File: config.mk
export PLATFORM = sky130hd
export DESIGN_NAME = mmio_io_ctrl
export DESIGN_NICKNAME = d
export VERILOG_FILES = /design/src/rtl/mmio_io_ctrl_pkg.sv /design/src/rtl/io_fifo.sv /design/src/rtl/mmio_io_ctrl.sv
export SDC_FILE = /design/constraint.sdc
export NUM_CORES = 1
export LEC_CHECK = 0
export CAP_MARGIN = 20
export CORE_MARGIN = 8
export CORE_UTILIZATION = 56
export DETAILED_ROUTE_END_ITERATION = 8
export HOLD_SLACK_MARGIN = 0.12
export PLACE_DENSITY = 0.89
export SLEW_MARGIN = 20
export SYNTH_ARGS = -nofsm -noshare
export SYNTH_HDL_FRONTEND = slang
export SYNTH_HIERARCHICAL = 1
export SYNTH_SLANG_ARGS = --single-unit
File: constraint.sdc
create_clock -name clk -period 5.3 [get_ports clk]
set_clock_uncertainty 0.05 [all_clocks]
set_input_delay 1.59 -clock clk [delete_from_list [all_inputs] [get_ports clk]]
set_output_delay 1.59 -clock clk [all_outputs]
set_load 0.02 [all_outputs]
File: src/rtl/mmio_io_ctrl_pkg.sv
// Shared MMIO address-map constants for the I/O controller.
// Hit decode keys on the top address nibble; register select uses addr[7:0].
package mmio_io_ctrl_pkg;

    localparam logic [3:0] IO_BASE_NIB  = 4'h8;
    localparam logic [7:0] IO_UART_CTRL = 8'h00;
    localparam logic [7:0] IO_UART_RX   = 8'h04;
    localparam logic [7:0] IO_UART_TX   = 8'h08;
    localparam logic [7:0] IO_CYC_CNT   = 8'h10;
    localparam logic [7:0] IO_INST_CNT  = 8'h14;
    localparam logic [7:0] IO_CNT_RST   = 8'h18;

    function automatic logic is_io_nib(input logic [3:0] nib);
        return nib == IO_BASE_NIB;
    endfunction

endpackage

File: src/rtl/io_fifo.sv
// Register-based FIFO with combinational head output (pointer + count).
// A push into a full FIFO is accepted when a pop happens in the same cycle.
module io_fifo #(
    parameter int unsigned WIDTH = 8,
    parameter int unsigned DEPTH = 8
) (
    input  logic             clk,
    input  logic             rst,
    input  logic             push,
    input  logic [WIDTH-1:0] din,
    output logic             full,
    input  logic             pop,
    output logic [WIDTH-1:0] dout,
    output logic             empty
);

    localparam int unsigned AW = (DEPTH > 1) ? $clog2(DEPTH) : 1;

    logic [WIDTH-1:0] mem [DEPTH];
    logic [AW-1:0]    rd_ptr;
    logic [AW-1:0]    wr_ptr;
    logic [AW:0]      count;
    logic             do_push;
    logic             do_pop;

    assign empty   = (count == '0);
    assign full    = (count == (AW+1)'(DEPTH));
    assign dout    = mem[rd_ptr];
    assign do_pop  = pop && !empty;
    assign do_push = push && (!full || do_pop);

    always_ff @(posedge clk) begin
        if (rst) begin
            rd_ptr <= '0;
            wr_ptr <= '0;
            count  <= '0;
        end else begin
            if (do_push) wr_ptr <= wr_ptr + AW'(1);
            if (do_pop)  rd_ptr <= rd_ptr + AW'(1);
            count <= count + (AW+1)'(do_push) - (AW+1)'(do_pop);
        end
    end

    always_ff @(posedge clk) begin
        if (do_push) mem[wr_ptr] <= din;
    end

endmodule

File: src/rtl/mmio_io_ctrl.sv
// MMIO controller: UART RX/TX byte FIFOs plus cycle and retired-instruction
// counters, with one-cycle registered read data matching dmem latency.
module mmio_io_ctrl
    import mmio_io_ctrl_pkg::*;
#(
    parameter int unsigned RX_FIFO_DEPTH = 8,
    parameter int unsigned TX_FIFO_DEPTH = 8
) (
    input  logic        clk,
    input  logic        rst,
    input  logic [31:0] addr,
    input  logic [31:0] wdata,
    input  logic        we,
    input  logic        re,
    input  logic        inst_retired,
    output logic        io_hit,
    output logic [31:0] rdata,
    input  logic [7:0]  uart_rx_data_out,
    input  logic        uart_rx_data_out_valid,
    output logic        uart_rx_data_out_ready,
    output logic [7:0]  uart_tx_data_in,
    output logic        uart_tx_data_in_valid,
    input  logic        uart_tx_data_in_ready
);

    logic        hit;
    logic [7:0]  off;
    logic        rd_req;
    logic        wr_req;
    logic        rx_full;
    logic        rx_empty;
    logic [7:0]  rx_dout;
    logic        rx_push;
    logic        rx_pop;
    logic        tx_full;
    logic        tx_empty;
    logic        tx_push;
    logic        tx_pop;
    logic        cnt_clr;
    logic [31:0] cycle_cnt;
    logic [31:0] inst_cnt;
    logic [31:0] rdata_next;
    logic        unused_bits;

    assign unused_bits = ^{addr[27:8], wdata[31:8]};

    assign hit    = is_io_nib(addr[31:28]);
    assign off    = addr[7:0];
    // A simultaneous store wins over the load, so the read side stays idle.
    assign rd_req = re && !we && hit;
    assign wr_req = we && hit;

    assign uart_rx_data_out_ready = !rx_full && !rst;
    assign uart_tx_data_in_valid  = !tx_empty && !rst;

    assign rx_push = uart_rx_data_out_valid && uart_rx_data_out_ready;
    assign rx_pop  = rd_req && (off == IO_UART_RX);
    assign tx_push = wr_req && (off == IO_UART_TX);
    assign tx_pop  = uart_tx_data_in_valid && uart_tx_data_in_ready;
    assign cnt_clr = wr_req && (off == IO_CNT_RST);

    io_fifo #(.WIDTH(8), .DEPTH(RX_FIFO_DEPTH)) u_rx_fifo (
        .clk   (clk),
        .rst   (rst),
        .push  (rx_push),
        .din   (uart_rx_data_out),
        .full  (rx_full),
        .pop   (rx_pop),
        .dout  (rx_dout),
        .empty (rx_empty)
    );

    io_fifo #(.WIDTH(8), .DEPTH(TX_FIFO_DEPTH)) u_tx_fifo (
        .clk   (clk),
        .rst   (rst),
        .push  (tx_push),
        .din   (wdata[7:0]),
        .full  (tx_full),
        .pop   (tx_pop),
        .dout  (uart_tx_data_in),
        .empty (tx_empty)
    );

    always_comb begin
        rdata_next = '0;
        if (rd_req) begin
            case (off)
                IO_UART_CTRL: rdata_next = {30'b0, !rx_empty, !tx_full};
                IO_UART_RX:   rdata_next = rx_empty ? '0 : {24'b0, rx_dout};
                IO_CYC_CNT:   rdata_next = cycle_cnt;
                IO_INST_CNT:  rdata_next = inst_cnt;
                default:      rdata_next = '0;
            endcase
        end
    end

    always_ff @(posedge clk) begin
        if (rst) begin
            cycle_cnt <= '0;
            inst_cnt  <= '0;
            rdata     <= '0;
            io_hit    <= 1'b0;
        end else begin
            rdata  <= rdata_next;
            io_hit <= (we || re) && hit;
            if (cnt_clr) begin
                cycle_cnt <= '0;
                inst_cnt  <= '0;
            end else begin
                cycle_cnt <= cycle_cnt + 32'd1;
                if (inst_retired) inst_cnt <= inst_cnt + 32'd1;
            end
        end
    end

endmodule

; ---- Yosys cells after proc, flatten, opt, wreduce, memory -nomap -nowiden
; Memories as Yosys holds them, arrays and structs flattened. A register that Yosys moved wholly into a read port is not among the register bits.
; Index checks and enable logic that the tools add are counted.
[classes]
add_sub_neg = 10
eq_ne = 8
n_mux = 10
n_bitwise = 1
n_reduce_logical = 29
[ops]
columns = operator, count
row1 = $pmux 32 s4, 1
row2 = $add 32x1->32 const B, 2
row3 = $eq 8x5->1 const B, 3
row4 = $logic_and 1x1->1, 15
row5 = $add 3x1->3 const B, 4
row6 = $eq 4x4->1 const B, 3
row7 = $mux 3, 4
row8 = $add 4x1->4, 2
row9 = $eq 8x3->1 const B, 1
row10 = $eq 8x4->1 const B, 1
row11 = $logic_not 4->1, 2
row12 = $logic_not 8->1, 1
row13 = $mux 8, 1
row14 = $sub 4x1->4, 2
row15 = $logic_not 1->1, 6
row16 = $mux 1, 4
row17 = $reduce_or 2->1, 2
row18 = $logic_or 1x1->1, 3
row19 = $not 1->1, 1
[word_totals]
regBits = 117
mem_bits_rw = 128
output_inout_bits = 43
elab_cells = 70
n_memories = 2
[mem_list]
columns = memory, depth, word_bits, rd, rd_clocked_by_memory_dff, write_ports, line
row1 = u_rx_fifo.mem, 8, 8, 1, 1, 1, io_fifo.sv:19  ; logic [WIDTH-1:0] mem [DEPTH];
row2 = u_tx_fifo.mem, 8, 8, 1, 1, 1, io_fifo.sv:19

; ---- Logic depth before layout (Yosys ltp)
[logic_depth]
depth_word = 9
mapped_depth = 15
mapped_depth_nobuf = 13

; ---- Cells and area by module
; The synthesis kept the hierarchy.
[modules_own_cells]
columns = mod, instances, cells_per_inst, area_per_inst_um2, seq_area_each_um2
row1 = io_fifo, 2, 183, 3181.8, 2182.1
row2 = mmio_io_ctrl, 1, 485, 4384.2, 1941.9

; ---- Worst setup path before layout
; No wires, ideal clock.
[synth_path]
kind = input port to flip-flop
startpoint = in addr[29]
endpoint = mem u_rx_fifo.mem[0][0] (enable)
setup_time_ns = 0.395
t_arrival_ns = 4.067
required_time_ns = 4.855
setup_slack_ns = 0.788
stages = 6
path_buffers = 0
cell_sequence = or4b_1 -> nor4_1 -> and3b_1 -> nor2b_1 -> nor2_1 -> nor4_1
[synth_via]
elab_chain_cells = 8
[synth_lines]
columns = element, line
row1 = start: declaration, mmio_io_ctrl.sv:11  ; input logic [31:0] addr,
row2 = $eq 4x4->1, mmio_io_ctrl_pkg.sv:14  ; return nib == IO_BASE_NIB;
row3 = $logic_and 1x1->1, mmio_io_ctrl.sv:50  ; assign rd_req = re && !we && hit;
row4 = $logic_and 1x1->1, mmio_io_ctrl.sv:57  ; assign rx_pop = rd_req && (off == IO_UART_RX);
row5 = named net rx_pop, mmio_io_ctrl.sv:34  ; logic rx_pop;
row6 = $logic_and 1x1->1, io_fifo.sv:29  ; assign do_pop = pop && !empty;
row7 = $logic_or 1x1->1, io_fifo.sv:30  ; assign do_push = push && (!full || do_pop);
row8 = $logic_and 1x1->1, io_fifo.sv:30
row9 = $mux 1, io_fifo.sv:45  ; if (do_push) mem[wr_ptr] <= din;
row10 = $mux 1 (implied by the code), io_fifo.sv:45
row11 = end: declaration, io_fifo.sv:19
; The timed path passes the listed nets, and every way through them passes these cells.

; ---- Worst setup path after layout
[layout_path]
startpoint = in rst
endpoint = out uart_rx_data_out_ready
[layout_via]
elab_chain_cells = 2
[layout_lines]
columns = element, line
row1 = start: declaration, mmio_io_ctrl.sv:10  ; input logic rst,
row2 = $logic_not 1->1, mmio_io_ctrl.sv:53  ; assign uart_rx_data_out_ready = !rx_full && !rst;
row3 = $logic_and 1x1->1, mmio_io_ctrl.sv:53
row4 = end: declaration, mmio_io_ctrl.sv:20  ; output logic uart_rx_data_out_ready,
; Every way passes these cells.

==> summary.md <==
| Metric | Value |
|---|---|
| Outcome | `complete, no violations` |
| PortBufs | `77` |
| Final WS setup | `0.6997 ns` |
| Main area contributors after synthesis | `edfxtp_1 (36%), dfxtp_1 (23%), mux4_2 (6.7%)` |
| Total power | `4.428 mW` |
| Postcts setup bufs | `0` |
| Antenna Nets Post-Route | `0` |
| Reg-to-Reg End | `u_tx_fifo/count[2]` |
| H-Tree Depth | `1` |
| #FFs+latches synth | `251` |
| Post-synth top area share | `0.3576` |
| Worst slew pin tran | `0.8172 ns` |
| Endpoint class of the critical path | `output pin` |
| Synth area leader | `edfxtp_1` |
| Syn Std Cell Area | `10750 um^2` |
| P&R area growth vs syn | `18.41%` |
| Ys async rst share | `0` |
| YS warnings | `6` |
| CTS root buf | `clkbuf_16` |
| Crit path DAT | `2.96 ns` |
| Sequential cell area fraction in the yosys report | `0.5867` |
| Gpl congestion | `0.7842` |
| Syn Inst Count | `851` |
| Critical path fanouts, max | `4` |
| Critical Path RT | `3.66 ns` |
| Pleak | `4.129 nW` |
| Hold Vio Cnt, Final | `0` |
| Worst relative slew slack | `0.4544` |
| Hold Buf Count CTS | `0` |
| Maximum clock path buffer count | `3` |
| Most used DFF post-synth | `edfxtp_1` |
| Reg2Reg Depth | `12` |
| Die height | `154.5 um` |
| Num CTS Buffers | `26` |
| GRT overflow | `0` |
| CTS clk-pin slew, worst paths | `0.06 ns` |
| Initial DRC Count | `433` |
| NumNets Final | `1030` |
| CTS tree | `built` |
| Vias/cell | `6.027` |
| Commonest cells post-synth | `edfxtp_1 (128), dfxtp_1 (123), nor2_1 (75)` |
| # DRC | `0` |
| Vias in the first global route | `7129` |
| Starting Density | `0.5727` |
| Core Region | `18770 um^2` |
| Total negative setup slack | `0 ns` |
| Pin count of the biggest net entering global routing | `44` |
| Slew Limit Fails | `0` |
| R2R Setup Slk | `2.46 ns` |
| Chip width | `154.5 um` |
| Via Count | `7154` |
| Final setup viols | `0` |
| Worst Hold Path EP | `inst_cnt[31]` |
| ANT cells | `0` |
| Worst hold slack | `0.4301 ns` |
| R2R Path Start | `u_tx_fifo/count[2]` |
| Most frequent cell after synthesis | `edfxtp_1` |
| Peak VDD IR | `287.0 uV` |
| RSZ-0062 raised after global routing | `false` |
| Routed wire per std cell | `18.63 um` |
| Fmax | `217.4 MHz` |
| FP Rows | `50` |
| Count of cell types in the netlist | `57` |
| Net Count, Synth | `948` |
| Initial antenna violation count | `1` |
| IO Pins | `122` |
| Later-pin clock latency in the skew report | `0.52 ns` |
| Hold Path Depth | `2` |
| Sink Count | `251` |
| Pre-CTS setup slack | `0.5935 ns` |
| Number of synthesized flops with an enable pin | `128` |
| Crit path time final | `4.600 ns` |
| PwrDens | `348.0 nW/um^2` |
| Mean Syn Cell Area | `12.63 um^2` |
| GRT Overall Usage | `0.1836` |
| First-pass GRT wire length | `35900 um` |
| Critical Path Source Type | `primary input` |
| Fillers | `1311` |
| Post-detail-place hpwl | `14480 um` |
| Die area | `23880 um^2` |
| Worst Setup Path Type | `in -> out` |
| Tcrit/Tclk final | `0.8680` |
| DRT Wirelength | `22120 um` |
| Max-Cap Viols | `0` |
| HP Start | `inst_cnt[31]` |
| Worst Hold Class | `reg -> reg` |
| Pre-antenna DRT Iters | `5` |
| Post_cts resized | `0` |
| Layout cells sized above 1 | `0.1438` |
## where the power goes
| group | switching (mW) | internal [mW] |
|---|---|---|
| registers | 0.0197 | 2.07 |
| clock network | 0.725 | 1.35 |
| logic | 0.142 | 0.113 |
## per-stage QoR
| step | utilization | instances | instance area, um^2 |
|---|---|---|---|
| finish | 0.6781 | 1187 | 12730 |
| global route | 0.6781 | 1187 | 12730 |
| CTS | 0.6780 | 1187 | 12720 |
| detailed placement | 0.6239 | 1139 | 11710 |
| global placement | 0.6239 | 1139 | 11710 |
| floorplan | - | 851 | 10750 |
## how the worst max path moves through the flow
| stage | from | end | slack (ns) | cells after the start |
|---|---|---|---|---|
| after floorplan | addr[29] | u_rx_fifo/mem[0][0] | 0.79 | 6 |
| after global placement | addr[29] | u_rx_fifo/count[2] | 0.64 | 12 |
| after detailed placement | addr[29] | u_rx_fifo/mem[2][6] | 0.59 | 9 |
| after CTS | rst | uart_rx_data_out_ready | 0.67 | 3 |
| after global routing | rst | uart_rx_data_out_ready | 0.64 | 3 |
| final | rst | uart_rx_data_out_ready | 0.70 | 3 |
## critical path: stages
cell             delay, ns
clkdlybuf4s50_1       0.51
nor2_1                0.22
clkdlybuf4s50_1       0.64
## final cells by class
type,count,area [um^2],share of cell area
flip-flops and latches,251,6307,0.4956
inverters,24,90.09,0.007079
clock buffers,38,813.3,0.06391
clock inverters,10,202.7,0.01593
repair buffers,103,973.4,0.07649
multi-input cells,527,4046,0.3180
well taps,234,292.8,0.02301
## cells by family after synthesis
logic type	count (synthesis)	synth area share
simple gates	289	0.1501
flops	251	0.5867
compound gates	111	0.06589
mux	83	0.1169
buf+inv	73	0.03690
xor+xnor	26	0.02119
fa+ha+maj	18	0.02235
## registers in the layout (all words and copies together), names as in the netlist, 4 cells and up, named ones only
name,count
cycle_cnt,32
u_tx_fifo/count,4
rdata,32
inst_cnt,32
u_rx_fifo/mem,64
u_rx_fifo/count,4
u_tx_fifo/mem,64
## placed cells by master (no fill, tap or decap), types with 4 or more instances in the layout
cell type / count
nand2b_1: 11
mux2_2: 20
clkbuf_16: 29
clkbuf_8: 5
inv_1: 24
nand4_1: 22
nand2_1: 36
bufinv_16: 6
edfxtp_1: 128
nor4_1: 11
a21oi_1: 43
nor2_1: 75
dfxtp_1: 122
and4_1: 6
a22oi_1: 6
nor3b_1: 4
nand3b_1: 4
mux2i_1: 31
a22o_1: 7
or3_1: 16
clkdlybuf4s50_1: 76
nand3_1: 21
xnor2_1: 18
ha_1: 16
mux4_2: 32
o21ai_0: 16
xor2_1: 8
buf_4: 25
o31ai_1: 26
or4_1: 32
nor3_1: 17
nor2b_1: 12
## routing by layer
metal / up-vias / global-route usage / wire [um] / share of wire
li1: 3397 / - / - / -
met1: 3522 / 0.2210 / 9327 / 0.42
met2: 188 / 0.3298 / 11180 / 0.51
met3: 45 / 0.03316 / 1145 / 0.052
met4: 2 / 0.05460 / 449 / 0.020
met5: - / 0 / 13 / 0.00059
No activity file was read; power rests on OpenSTA's default activity.
